### src/rtl/fetch_queue_stage_pkg.sv
// Shared widths and constants for the instruction-fetch stage.
// Mirrors the memory manager's RAMREAD_WIDTH, RAMADDR_WIDTH and CONST_NOP values.
package fetch_queue_stage_pkg;

    localparam int RAMREAD_WIDTH = 16;
    localparam int RAMADDR_WIDTH = 16;
    localparam logic [RAMREAD_WIDTH-1:0] CONST_NOP = 16'h0000;

endpackage

### src/rtl/fetch_queue_stage_chk.sv
// Invariant checker for the instruction queue occupancy.
module fetch_queue_stage_chk #(
    parameter int DEPTH = 2,
    parameter int CNT_W = 2
) (
    input logic             clk,
    input logic             reset,
    input logic [CNT_W-1:0] count
);

    // Occupancy must never exceed the queue depth.
    a_count_bound : assert property (@(posedge clk) disable iff (reset)
        count <= CNT_W'(DEPTH));

endmodule

### src/rtl/fetch_queue_stage_inst_queue.sv
// Small synchronous FIFO holding {pc, instruction} pairs for decode.
// Flush empties the queue and takes priority over a push in the same cycle.
module inst_queue #(
    parameter int WIDTH = 32,
    parameter int DEPTH = 2,
    parameter int PTR_W = $clog2(DEPTH),
    parameter int CNT_W = $clog2(DEPTH + 1)
) (
    input  logic             clk,
    input  logic             reset,
    input  logic             push_i,
    input  logic             pop_i,
    input  logic             flush_i,
    input  logic [WIDTH-1:0] data_i,
    output logic [WIDTH-1:0] head_o,
    output logic [CNT_W-1:0] count_o,
    output logic             empty_o,
    output logic             full_o
);

    logic [WIDTH-1:0] mem_q [DEPTH];
    logic [PTR_W-1:0] wr_ptr_q, wr_ptr_d;
    logic [PTR_W-1:0] rd_ptr_q, rd_ptr_d;
    logic [CNT_W-1:0] count_q, count_d;

    // Next pointer and occupancy values.
    always_comb begin
        wr_ptr_d = wr_ptr_q;
        rd_ptr_d = rd_ptr_q;
        count_d  = count_q;
        if (flush_i) begin
            wr_ptr_d = '0;
            rd_ptr_d = '0;
            count_d  = '0;
        end else begin
            if (push_i) begin
                wr_ptr_d = wr_ptr_q + PTR_W'(1);
            end else begin
                wr_ptr_d = wr_ptr_q;
            end
            if (pop_i) begin
                rd_ptr_d = rd_ptr_q + PTR_W'(1);
            end else begin
                rd_ptr_d = rd_ptr_q;
            end
            case ({push_i, pop_i})
                2'b10:   count_d = count_q + CNT_W'(1);
                2'b01:   count_d = count_q - CNT_W'(1);
                default: count_d = count_q;
            endcase
        end
    end

    // Pointer and occupancy registers.
    always_ff @(posedge clk or posedge reset) begin
        if (reset) begin
            wr_ptr_q <= '0;
            rd_ptr_q <= '0;
            count_q  <= '0;
        end else begin
            wr_ptr_q <= wr_ptr_d;
            rd_ptr_q <= rd_ptr_d;
            count_q  <= count_d;
        end
    end

    // Entry storage; writes are dropped while flushing.
    always_ff @(posedge clk or posedge reset) begin
        if (reset) begin
            for (int i = 0; i < DEPTH; i++) begin
                mem_q[i] <= '0;
            end
        end else if (push_i && !flush_i) begin
            mem_q[wr_ptr_q] <= data_i;
        end
    end

    assign head_o  = mem_q[rd_ptr_q];
    assign count_o = count_q;
    assign empty_o = (count_q == CNT_W'(0));
    assign full_o  = (count_q == CNT_W'(DEPTH));

    fetch_queue_stage_chk #(
        .DEPTH (DEPTH),
        .CNT_W (CNT_W)
    ) u_chk (
        .clk   (clk),
        .reset (reset),
        .count (count_q)
    );

endmodule

### src/rtl/fetch_queue_stage.sv
// Instruction-fetch stage: owns the PC, fetches through the memory manager's IF port
// and buffers fetched words for decode; yields RAM to MEM reads and flushes on redirect.
module fetch_queue_stage
    import fetch_queue_stage_pkg::*;
#(
    parameter int                DATA_W   = RAMREAD_WIDTH,
    parameter int                ADDR_W   = RAMADDR_WIDTH,
    parameter int                DEPTH    = 2,
    parameter logic [ADDR_W-1:0] RESET_PC = '0
) (
    input  logic              clk,
    input  logic              reset,
    input  logic              mem_read_req,
    output logic [ADDR_W-1:0] if_addr,
    input  logic [DATA_W-1:0] if_read,
    input  logic              redirect,
    input  logic [ADDR_W-1:0] redirect_pc,
    input  logic              halt,
    output logic              dec_valid,
    input  logic              dec_ready,
    output logic [DATA_W-1:0] dec_instr,
    output logic [ADDR_W-1:0] dec_pc,
    output logic              fetch_stall
);

    localparam int CNT_W = $clog2(DEPTH + 1);

    logic [ADDR_W-1:0]        pc_q, pc_d;
    logic                     fetch_stall_q, fetch_stall_d;
    logic                     pop_s;
    logic                     fetch_ok_s;
    logic [ADDR_W+DATA_W-1:0] head_s;
    logic [CNT_W-1:0]         count_s;
    logic                     empty_s;
    logic                     full_s;

    assign pop_s = dec_valid & dec_ready;
    // A full queue can still accept a push when decode frees the head this cycle.
    assign fetch_ok_s = !redirect && !halt && !mem_read_req && (!full_s || pop_s);

    // PC and stall-flag next state; redirect wins over a normal fetch.
    always_comb begin
        pc_d          = pc_q;
        fetch_stall_d = !redirect && !halt && !fetch_ok_s;
        if (redirect) begin
            pc_d = redirect_pc;
        end else if (fetch_ok_s) begin
            pc_d = pc_q + ADDR_W'(1);
        end else begin
            pc_d = pc_q;
        end
    end

    // PC and stall-flag registers.
    always_ff @(posedge clk or posedge reset) begin
        if (reset) begin
            pc_q          <= RESET_PC;
            fetch_stall_q <= 1'b0;
        end else begin
            pc_q          <= pc_d;
            fetch_stall_q <= fetch_stall_d;
        end
    end

    inst_queue #(
        .WIDTH (ADDR_W + DATA_W),
        .DEPTH (DEPTH)
    ) u_inst_queue (
        .clk     (clk),
        .reset   (reset),
        .push_i  (fetch_ok_s),
        .pop_i   (pop_s),
        .flush_i (redirect),
        .data_i  ({pc_q, if_read}),
        .head_o  (head_s),
        .count_o (count_s),
        .empty_o (empty_s),
        .full_o  (full_s)
    );

    assign if_addr     = pc_q;
    assign dec_valid   = !empty_s;
    assign dec_instr   = empty_s ? DATA_W'(CONST_NOP) : head_s[DATA_W-1:0];
    assign dec_pc      = empty_s ? ADDR_W'(0) : head_s[ADDR_W+DATA_W-1:DATA_W];
    assign fetch_stall = fetch_stall_q;

endmodule

### config.mk
export PLATFORM = sky130hd
export DESIGN_NAME = fetch_queue_stage
export DESIGN_NICKNAME = d
export VERILOG_FILES = /design/src/rtl/fetch_queue_stage_pkg.sv /design/src/rtl/fetch_queue_stage_chk.sv /design/src/rtl/fetch_queue_stage_inst_queue.sv /design/src/rtl/fetch_queue_stage.sv
export SDC_FILE = /design/constraint.sdc
export NUM_CORES = 1
export LEC_CHECK = 0
export ABC_AREA = 1
export BUFFER_PORTS_ARGS = -buffer_cell sky130_fd_sc_hd__buf_4
export CELL_PAD_IN_SITES_DETAIL_PLACEMENT = 1
export CELL_PAD_IN_SITES_GLOBAL_PLACEMENT = 1
export CORE_ASPECT_RATIO = 0.8
export CORE_UTILIZATION = 40
export DETAILED_ROUTE_END_ITERATION = 16
export PLACE_DENSITY = 0.86
export SYNTH_ARGS = -nofsm -noshare
export SYNTH_HDL_FRONTEND = slang
export SYNTH_SLANG_ARGS = --single-unit
### constraint.sdc
create_clock -name clk -period 3.5 [get_ports clk]
set_clock_uncertainty 0.15 [all_clocks]
set_input_delay 0.175 -clock clk [delete_from_list [all_inputs] [get_ports clk]]
set_output_delay 0.175 -clock clk [all_outputs]
set_load 0.05 [all_outputs]
==> metrics.txt, run 1 <==
Final GP Congestion=0.8546; Post-synth EDFFs=0; RSZ-0062 raised after global routing=no; Initial Utilization=41.21%; ANT cells=0; dominant cell type by area after synthesis=dfrtp_1; gr usage total=25.98%; Final Net Count=690; WP data required=3.57 ns; Post-DP HPWL=8386 um; vias per inst=5.101; critical path arrival=2.46 ns; startpoint types=input port; top post-synthesis cells by count=nand2_1 (203), dfrtp_1 (85), inv_1 (47); global-route wire length before repair=21,500 um; CP max stage delay=0.54 ns; die height=93.87 um; Mapped Area=0.004220 mm^2; Layout area overhead=32.37%; Root Buffer=clkbuf_16; register bit count reported by yosys=85; DRT iter0 DRCs=193; Num Clock Sinks=85; slew margin rel.=53.99%; Seq/Total Area, Yosys=50.40%; vias in the first global route=4,401; CTS H-tree lvls=3; minimum clock period=2.389 ns; core footprint=0.01024 mm^2; CTS tree=done; fin. max-slew vios=0; final setup fails=0; Yosys warnings=0; Setup Buffers After CTS=0; Max VDD drop=0.3024 mV; worst-path cell chain=dlygate4sd3_1 -> buf_4 -> inv_1 -> nand2_2 -> nor2_4 -> nand2_2 -> buf_4 -> nand2_1 -> o21ai_2; CP endpoint kind=flop; I/O Buffers=87; setup_tns=0 ns; CTS Buffer Depth=2; Leak=2.787 nW; via count=4,060; DR pass1 iterations=4; Worst Hold Class=input port to flop; worst-skew pair later-pin latency=0.34 ns; Mapped Cells=539; Critical Path Slowest Stage Cell=dlygate4sd3_1; Clk pin slew, worst setup/hold paths=0.06 ns; status=completed; crit path kind=input port to flop; Fmax=418.7 MHz; cell family with most CP delay=buffers and inverters; Post-Syn Area per Cell=7.830 um^2; Top FF cell, synth=dfrtp_1; total power=3.149 mW; largest net degree at the start of global routing=65; number of cell rows=33; residual DRC count=0; Num CTS Buffers=9; Fin. Hold Viols=0; count leader, synth=nand2_1; crit-path max FO=31; Synthesized Nets=578; share of cells above drive strength 1=21.80%; antenna-violating nets left=0; initial antenna violation count=0; Ports=88; Async SR Flop Fraction=100.0%; part of the cycle the worst path needs=68.24%; Pwr Density=563.6 mW/mm^2; die area=0.01097 mm^2; Worst Max-Slew Pin Slew=0.6901 ns; remaining global-route overflow=0; Die X=116.8 um; top cell type's share of synthesized area=50.40%; Post-Route WL=13,100 um; WP buf/inv=4; ranking of synthesized cells by area=dfrtp_1 (50%), nand2_1 (18%), o21ai_1 (4.9%); Synth cell types=22; max-cap viol count=0; DR WL/cell=16.46 um; Fillers=1,311
==> cell usage in the layout (no fill, tap or decap) <==
master and count:
nand2_1 203, buf_4 96, dfrtp_1 85, inv_1 46
o21ai_1 41, a21oi_1 33, dlygate4sd3_1 32, nand3_1 29
o21ai_2 21, nor2_1 16, o21ai_0 13, clkbuf_16 9
o211ai_1 7, nand4_1 4, clkinv_2 4, nand2_2 3
clkbuf_8 3, nor2_2 2, inv_2 2, xor2_1 2
nor2_4 1, or2_2 1, clkinv_1 1, ha_1 1
bufinv_16 1
==> metal layers <==
layer / vias to the layer above / GRT usage, % / part of all wire [%]
met5: - / 0 / 0
li1: 1936 / - / -
met2: 83 / 46.15 / 52
met4: 0 / 7.278 / 1.4
met3: 17 / 5.935 / 3.3
met1: 2024 / 31.38 / 44
==> final timing paths <==
kind	start	slack, ns	depth (start not counted)	endpoint
setup / recovery	halt	1.11	9	u_inst_queue.mem_q[44]
setup reg to reg	u_inst_queue.count_o[0]	1.12	8	u_inst_queue.mem_q[44]
hold / removal	redirect_pc[1]	0.02	5	if_addr[1]
max in group asynchronous	reset	2.02	4	u_inst_queue.mem_q[60]
min in group asynchronous	reset	0.31	3	if_addr[1]
hold reg to reg	u_inst_queue.mem_q[17]	0.34	2	u_inst_queue.mem_q[17]
==> timing repair <==
item / CTS / global route
endpoints found under the hold margin: 80 / 0
resized for setup: 0 / 0
hold buffers: 32 / 0
==> stage by stage <==
| step | hold slack [ns] | utilization [%] | cells | setup slack, ns | instance area (um^2) |
|---|---|---|---|---|---|
| final | 0.02335 | 54.56 | 796 | 1.111 | 5587 |
| after detailed placement | 0.1295 | 48.39 | 748 | 1.166 | 4955 |
| after CTS | 0.01795 | 54.56 | 796 | 1.114 | 5587 |
| after floorplan | 0.09141 | - | 539 | 0.9815 | 4220 |
| after global placement | 0.1225 | 48.39 | 748 | 1.288 | 4955 |
| after global routing | 0.04988 | 54.56 | 796 | 0.9487 | 5587 |
==> power by group <==
group | internal, mW | total, mW | switching, mW
combinational | 0.282 | 0.813 | 0.531
sequential | 1.19 | 1.33 | 0.145
clock | 0.608 | 1.00 | 0.396
total | 2.08 | 3.15 | 1.07
==> sequential cells by signal (all words and copies together), names as in the netlist <==
name	count
fetch_stall	1
u_inst_queue.wr_ptr_q	1
u_inst_queue.count_o	2
u_inst_queue.mem_q	64
if_addr	16
u_inst_queue.rd_ptr_q	1
==> worst register-to-register path, delay by kind of cell, from the launching register on <==
| family | cells | cell delay, ns |
|---|---|---|
| buf+inv | 2 | 0.47 |
| flops | 1 | 0.46 |
| compound gates | 1 | 0.05 |
| simple gates | 5 | 1.11 |
==> cell families (layout without fill, tap and decap cells) <==
family	count (synthesis)	count (layout)	synth area share (%)
buf+inv	77	194	8.361
xor+xnor	2	2	0.4151
compound gates	115	115	15.92
simple gates	259	259	24.61
fa+ha+maj	1	1	0.2964
flops	85	85	50.40
==> area by class of cell <==
cell class	instances	area, um^2	share of cell area (%)
flip-flops and latches	85	2127	38.07
repair buffers	128	1041	18.63
well taps	140	175.2	3.135
inverters	50	188.9	3.382
clock inverters	4	45.04	0.8063
clock buffers	12	266.5	4.770
multi-input cells	377	1743	31.20
No activity file was read; power rests on OpenSTA's default activity.
==> run 2: changes to the inputs <==
Settings changed: ABC_AREA 1 to 0, CORE_UTILIZATION 40 to 39, PLACE_DENSITY 0.86 to 0.82.
Clock period 3.5 ns to 1.97 ns, I/O delays scaled along.
==> metrics.txt, run 2 <==
status=complete, but fails checks; violated checks=setup timing; total power=5.882 mW; Final GP Congestion=0.8014; CTS Buffer Depth=2; Worst Reg2Reg Path Length in Cells=5; Fmax=505.3 MHz; Pwr Density=982.2 mW/mm^2; Critical Path Slowest Stage Cell=or4_1; dominant cell type by area after synthesis=dfrtp_1; share of cells above drive strength 1=49.29%; remaining global-route overflow=0; vias per inst=5.275; Final WS setup=-0.008905 ns; Ports=88; startpoint types=flop; Async SR Flop Fraction=100.0%; Max VDD drop=0.5024 mV; CP endpoint kind=flop; DR pass1 iterations=4; WP data required=2.09 ns; die area=0.01098 mm^2; top cell type's share of synthesized area=51.62%; vias in the first global route=3,733; hold endpoint=u_inst_queue.count_o[1]; Fillers=1,094; Critical R2R Capture=if_addr[11]; post-layout instance area=0.005988 mm^2; flop2flop setup slack=-0.009 ns; crit path kind=flop to flop; initial antenna violation count=0; register bit count reported by yosys=85; Num CTS Buffers=9; crit-path max FO=5; number of cell rows=33; die height=93.94 um; CTS H-tree lvls=3; core footprint=0.01024 mm^2; minimum clock period=1.979 ns; most frequent cells in the layout=buf_4 (106), dfrtp_1 (79), mux2_2 (55); WP buf/inv=1; Post-synth EDFFs=0; cell area after placement=0.005210 mm^2; slew margin rel.=56.38%; Biggest register=u_inst_queue.mem_q; critical path arrival=2.10 ns; Synthesized Nets=387; Leak=2.595 nW; gr usage total=23.34%; Worst Hold Class=input port to flop; DRT iter0 DRCs=182; final setup fails=1; I/O Buffers=87; Initial Utilization=40.24%; worst-path cell chain=nor3b_4 -> or4_4 -> buf_4 -> or4_1 -> nand3_1; CTS tree=done; Final Net Count=527; Post-DP HPWL=7750 um; count leader, synth=dfrtp_1; global-route wire length before repair=19,060 um; hold_sp=halt; reg2reg start=u_inst_queue.count_o[1]; Yosys warnings=0; antenna-violating nets left=0; Mapped Cells=348; Seq/Total Area, Yosys=51.62%; max-cap viol count=0; ranking of synthesized cells by area=dfrtp_1 (52%), mux2_2 (18%), mux2i_1 (8.5%); Worst Max-Slew Pin Slew=0.6529 ns; most common cell after layout, fill and taps aside=buf_4; CP max stage delay=0.51 ns; ANT cells=0; worst-skew pair later-pin latency=0.34 ns; Post-Route WL=12,240 um; DR WL/cell=19.33 um; via count=3,339; Num Clock Sinks=85; fin. max-slew vios=0; Die X=116.9 um; Layout area overhead=45.34%; Clk pin slew, worst setup/hold paths=0.07 ns; Worst Hold Depth=4; RSZ-0062 raised after global routing=yes; Root Buffer=clkbuf_16; residual DRC count=0; largest net degree at the start of global routing=33; max reg flops=64; Synth cell types=41; Fin. Hold Viols=0; cell family with most CP delay=simple AND/OR/NAND/NOR gates; part of the cycle the worst path needs=100.5%; Post-Syn Area per Cell=11.84 um^2; Top FF cell, synth=dfrtp_1; top post-synthesis cells by count=dfrtp_1 (85), mux2_2 (65), nor2_1 (41); Mapped Area=0.004120 mm^2
## run 2: cell count changes after synthesis, moves of 17 or more
cell     previous run  this run
a21oi_1            33         2
inv_1              47         4
mux2_2              0        65
mux2i_1             0        35
nand2_1           203        19
nand3_1            29        12
nor2_1             17        41
o21ai_1            41         0
o21ai_2            21         0
## run 2: cell families (layout without fill, tap and decap cells)
group / after synthesis / after routing / synth area share (%)
AOI/OAI and AO/OA: 24 / 24 / 4.009
xor gates and xnor gates: 7 / 7 / 1.488
adders and majority gates: 1 / 1 / 0.3036
buffers and inverters: 25 / 170 / 2.976
DFF: 85 / 85 / 51.62
muxes: 101 / 101 / 26.54
and+or+nand+nor: 105 / 105 / 13.06
## run 2: how the worst max path moves through the flow
stage                                 start                      to  slack, ns  cells past startpoint
detailed placement  u_inst_queue.count_o[1]  u_inst_queue.mem_q[60]      -0.05                      5
floorplan           u_inst_queue.count_o[1]  u_inst_queue.mem_q[57]      -0.08                      6
finish              u_inst_queue.count_o[1]             if_addr[11]     -0.009                      5
CTS                 u_inst_queue.count_o[1]             if_addr[11]      -0.02                      5
global route        u_inst_queue.count_o[1]             if_addr[11]      -0.04                      5
global placement    u_inst_queue.count_o[1]             if_addr[11]     -0.001                      5
## run 2: through the flow
step / instances / hold slack, ns / setup WS (ns) / utilization [%] / setup TNS [ns]
global placement: 579 / 0.05437 / -0.001481 / 50.88 / -0.001481
global route: 633 / 0.1026 / -0.03869 / 58.48 / -0.6136
detailed placement: 579 / 0.07536 / -0.05077 / 50.88 / -0.8946
finish: 633 / 0.02867 / -0.008905 / 58.48 / -0.008905
CTS: 632 / 0.02022 / -0.01814 / 57.82 / -0.01814
floorplan: 348 / 0.01928 / -0.07907 / - / -2.353
## run 2: cell type report
cell class              count  area [um^2]  area share, %
inverters                   4        18.77         0.3134
repair buffers            150         1306          21.81
well taps                 140        175.2          2.925
clock buffers              11        242.7          4.053
clock inverters             5        81.33          1.358
flip-flops and latches     85         2135          35.65
multi-input cells         238         2029          33.89
## run 2: worst reg2reg max path, cell delays in order, from the launching register on
cell,delay (ns)
dfrtp_1,0.38
nor3b_4,0.15
or4_4,0.44
buf_4,0.17
or4_1,0.51
nand3_1,0.10
## run 2: what timing repair did
action / in CTS / in global routing
gates cloned: 0 / 0
setup buffers: 0 / 1
hold buffers: 37 / 0
pin swaps: 0 / 2
gates resized for setup: 3 / 15
setup endpoints to repair: 36 / 38
endpoints found under the hold margin: 78 / 0
## run 2: power by group
part | switching (mW) | internal, mW | leakage [nW]
combinational | 0.850 | 0.743 | 1.40
clock | 0.706 | 1.15 | 0.156
sequential | 0.279 | 2.15 | 1.03
total | 1.84 | 4.05 | 2.59
## run 2: layer usage
| layer | wire, um | share of wire, % | vias to the layer above | track usage, % |
|---|---|---|---|---|
| met5 | 0 | 0 | - | 0 |
| met4 | 180 | 1.5 | 0 | 7.173 |
| met3 | 485 | 4.0 | 15 | 5.097 |
| met2 | 6158 | 50 | 90 | 40.73 |
| met1 | 5415 | 44 | 1717 | 28.68 |
| li1 | - | - | 1517 | - |
==> run 3: changes to the inputs <==
Clock period 1.97 ns to 1.8 ns, I/O delays scaled along.
==> metrics.txt, run 3 (same netlist as run 2, synthesis figures left out) <==
Critical Path Slowest Stage Cell=or4_4; ANT cells=0; reg2reg start=u_inst_queue.count_o[1]; Num Clock Sinks=85; worst-skew pair later-pin latency=0.34 ns; Leak=2.755 nW; DR WL/cell=19.78 um; Ports=88; CP endpoint kind=flop; setup_tns=-9.877 ns; Final Net Count=540; Post-DP HPWL=7569 um; Final WS setup=-0.1611 ns; residual DRC count=0; area of the multi-input gates=0.002110 mm^2; via count=3,406; startpoint types=flop; cell area after placement=0.005278 mm^2; crit-path max FO=19; violated checks=setup timing; Critical R2R Capture=u_inst_queue.mem_q[63]; worst-path cell chain=nor3b_4 -> or4_4 -> nor2_4 -> buf_12 -> mux2_2; number of cell rows=33; largest net degree at the start of global routing=36; crit path kind=flop to flop; Die X=116.9 um; status=complete, but fails checks; CP max stage delay=0.45 ns; Fillers=1,040; Fin. Hold Viols=0; I/O Buffers=87; gr usage total=24.41%; initial antenna violation count=0; DR pass1 iterations=4; Num CTS Buffers=9; Max VDD drop=0.5862 mV; post-layout util=62.40%; critical path arrival=2.04 ns; WHS=0.09255 ns; max reg flops=64; Worst Max-Slew Pin Slew=0.5639 ns; post-layout instance area=0.006390 mm^2; DRT iter0 DRCs=125; vias in the first global route=3,677; CTS tree=done; Worst setup endpoint=u_inst_queue.mem_q[63]; Post-Route WL=12,780 um; part of the cycle the worst path needs=109.0%; CP Launch Point=u_inst_queue.count_o[1]; Layout area overhead=55.09%; CTS Buffer Depth=2; core footprint=0.01024 mm^2; most common cell after layout, fill and taps aside=buf_4; final setup fails=93; Fmax=509.9 MHz; Initial Utilization=40.24%; die area=0.01098 mm^2; max-cap viol count=0; WP data required=1.88 ns; Placed Cells=582; flop2flop setup slack=-0.16 ns; minimum clock period=1.961 ns; non-filler instance count after layout=646; Worst Hold Class=input port to flop; global-route wire length before repair=19,680 um; CTS H-tree lvls=3; most frequent cells in the layout=buf_4 (80), dfrtp_1 (75), mux2_2 (50); Root Buffer=clkbuf_16; Biggest register=u_inst_queue.mem_q; Worst Reg2Reg Path Length in Cells=5; Pwr Density=1024 mW/mm^2; antenna-violating nets left=0; slew margin rel.=62.33%; Clk pin slew, worst setup/hold paths=0.06 ns; die height=93.94 um; RSZ-0062 raised after global routing=yes; fin. max-slew vios=0; vias per inst=5.272; share of cells above drive strength 1=52.96%; register area=0.002140 mm^2; remaining global-route overflow=0; Final GP Congestion=0.7972
## run 3: changes by cell type in the layout (fill, tap and decap cells not counted), sizes merged
cell | before | now
bufbuf | 0 | 1
bufinv | 2 | 1
dlygate4sd3 | 37 | 35
clkbuf | 11 | 12
buf | 113 | 127
## run 3: cell type report
class                      instances  area share, %
clock buffer                      12          4.014
clock inverter                     4         0.8616
inverter                           4         0.2937
multi-input combinational        238          33.01
sequential                        85          33.48
tap                              140          2.741
timing repair buffer             163          25.59
## run 3: worst min path at each step
stage,cells past startpoint,slack [ns],startpoint,end
final,4,0.09,dec_ready,u_inst_queue.count_o[1]
after global routing,5,0.13,dec_ready,u_inst_queue.count_o[0]
after CTS,4,0.06,mem_read_req,u_inst_queue.count_o[1]
after detailed placement,2,0.03,reset,u_inst_queue.mem_q[44]
after global placement,2,0.007,reset,u_inst_queue.mem_q[12]
after floorplan,1,0.01,halt,fetch_stall
## run 3: stage by stage
stage	worst slack (ns)	power (mW)
3_5_place_dp	-0.2167	4.319
5_1_grt	-0.2235	6.828
6_report	-0.1611	6.545
2_1_floorplan	-0.2475	3.757
4_1_cts	-0.1576	6.499
3_3_place_gp	-0.1715	4.216
## run 3: per-layer routing
metal / global-route usage, % / wire [um] / vias to the layer above
li1: - / - / 1547
met1: 30.38 / 5393 / 1759
met2: 42.70 / 6677 / 89
met3: 5.742 / 554 / 11
met4: 5.696 / 155 / 0
met5: 0 / 0 / -
## run 3: critical path, delay by kind of cell (launching register included)
family / cells / cell delay, ns
buf+inv: 1 / 0.19
simple gates: 3 / 0.76
flops: 1 / 0.38
mux: 1 / 0.35
## run 3: what timing repair did
action,CTS,global route
hold buffers,35,0
setup buffers,6,5
resized for setup,49,24
setup endpoints to repair,100,101
hold endpoints to repair,70,0
cloned,3,0
pin swaps,5,1
## run 3: where the power goes
| group | total [mW] | switching (mW) | internal (mW) |
|---|---|---|---|
| Combinational | 1.94 | 0.984 | 0.951 |
| Clock | 1.93 | 0.768 | 1.16 |
| Sequential | 2.68 | 0.322 | 2.36 |
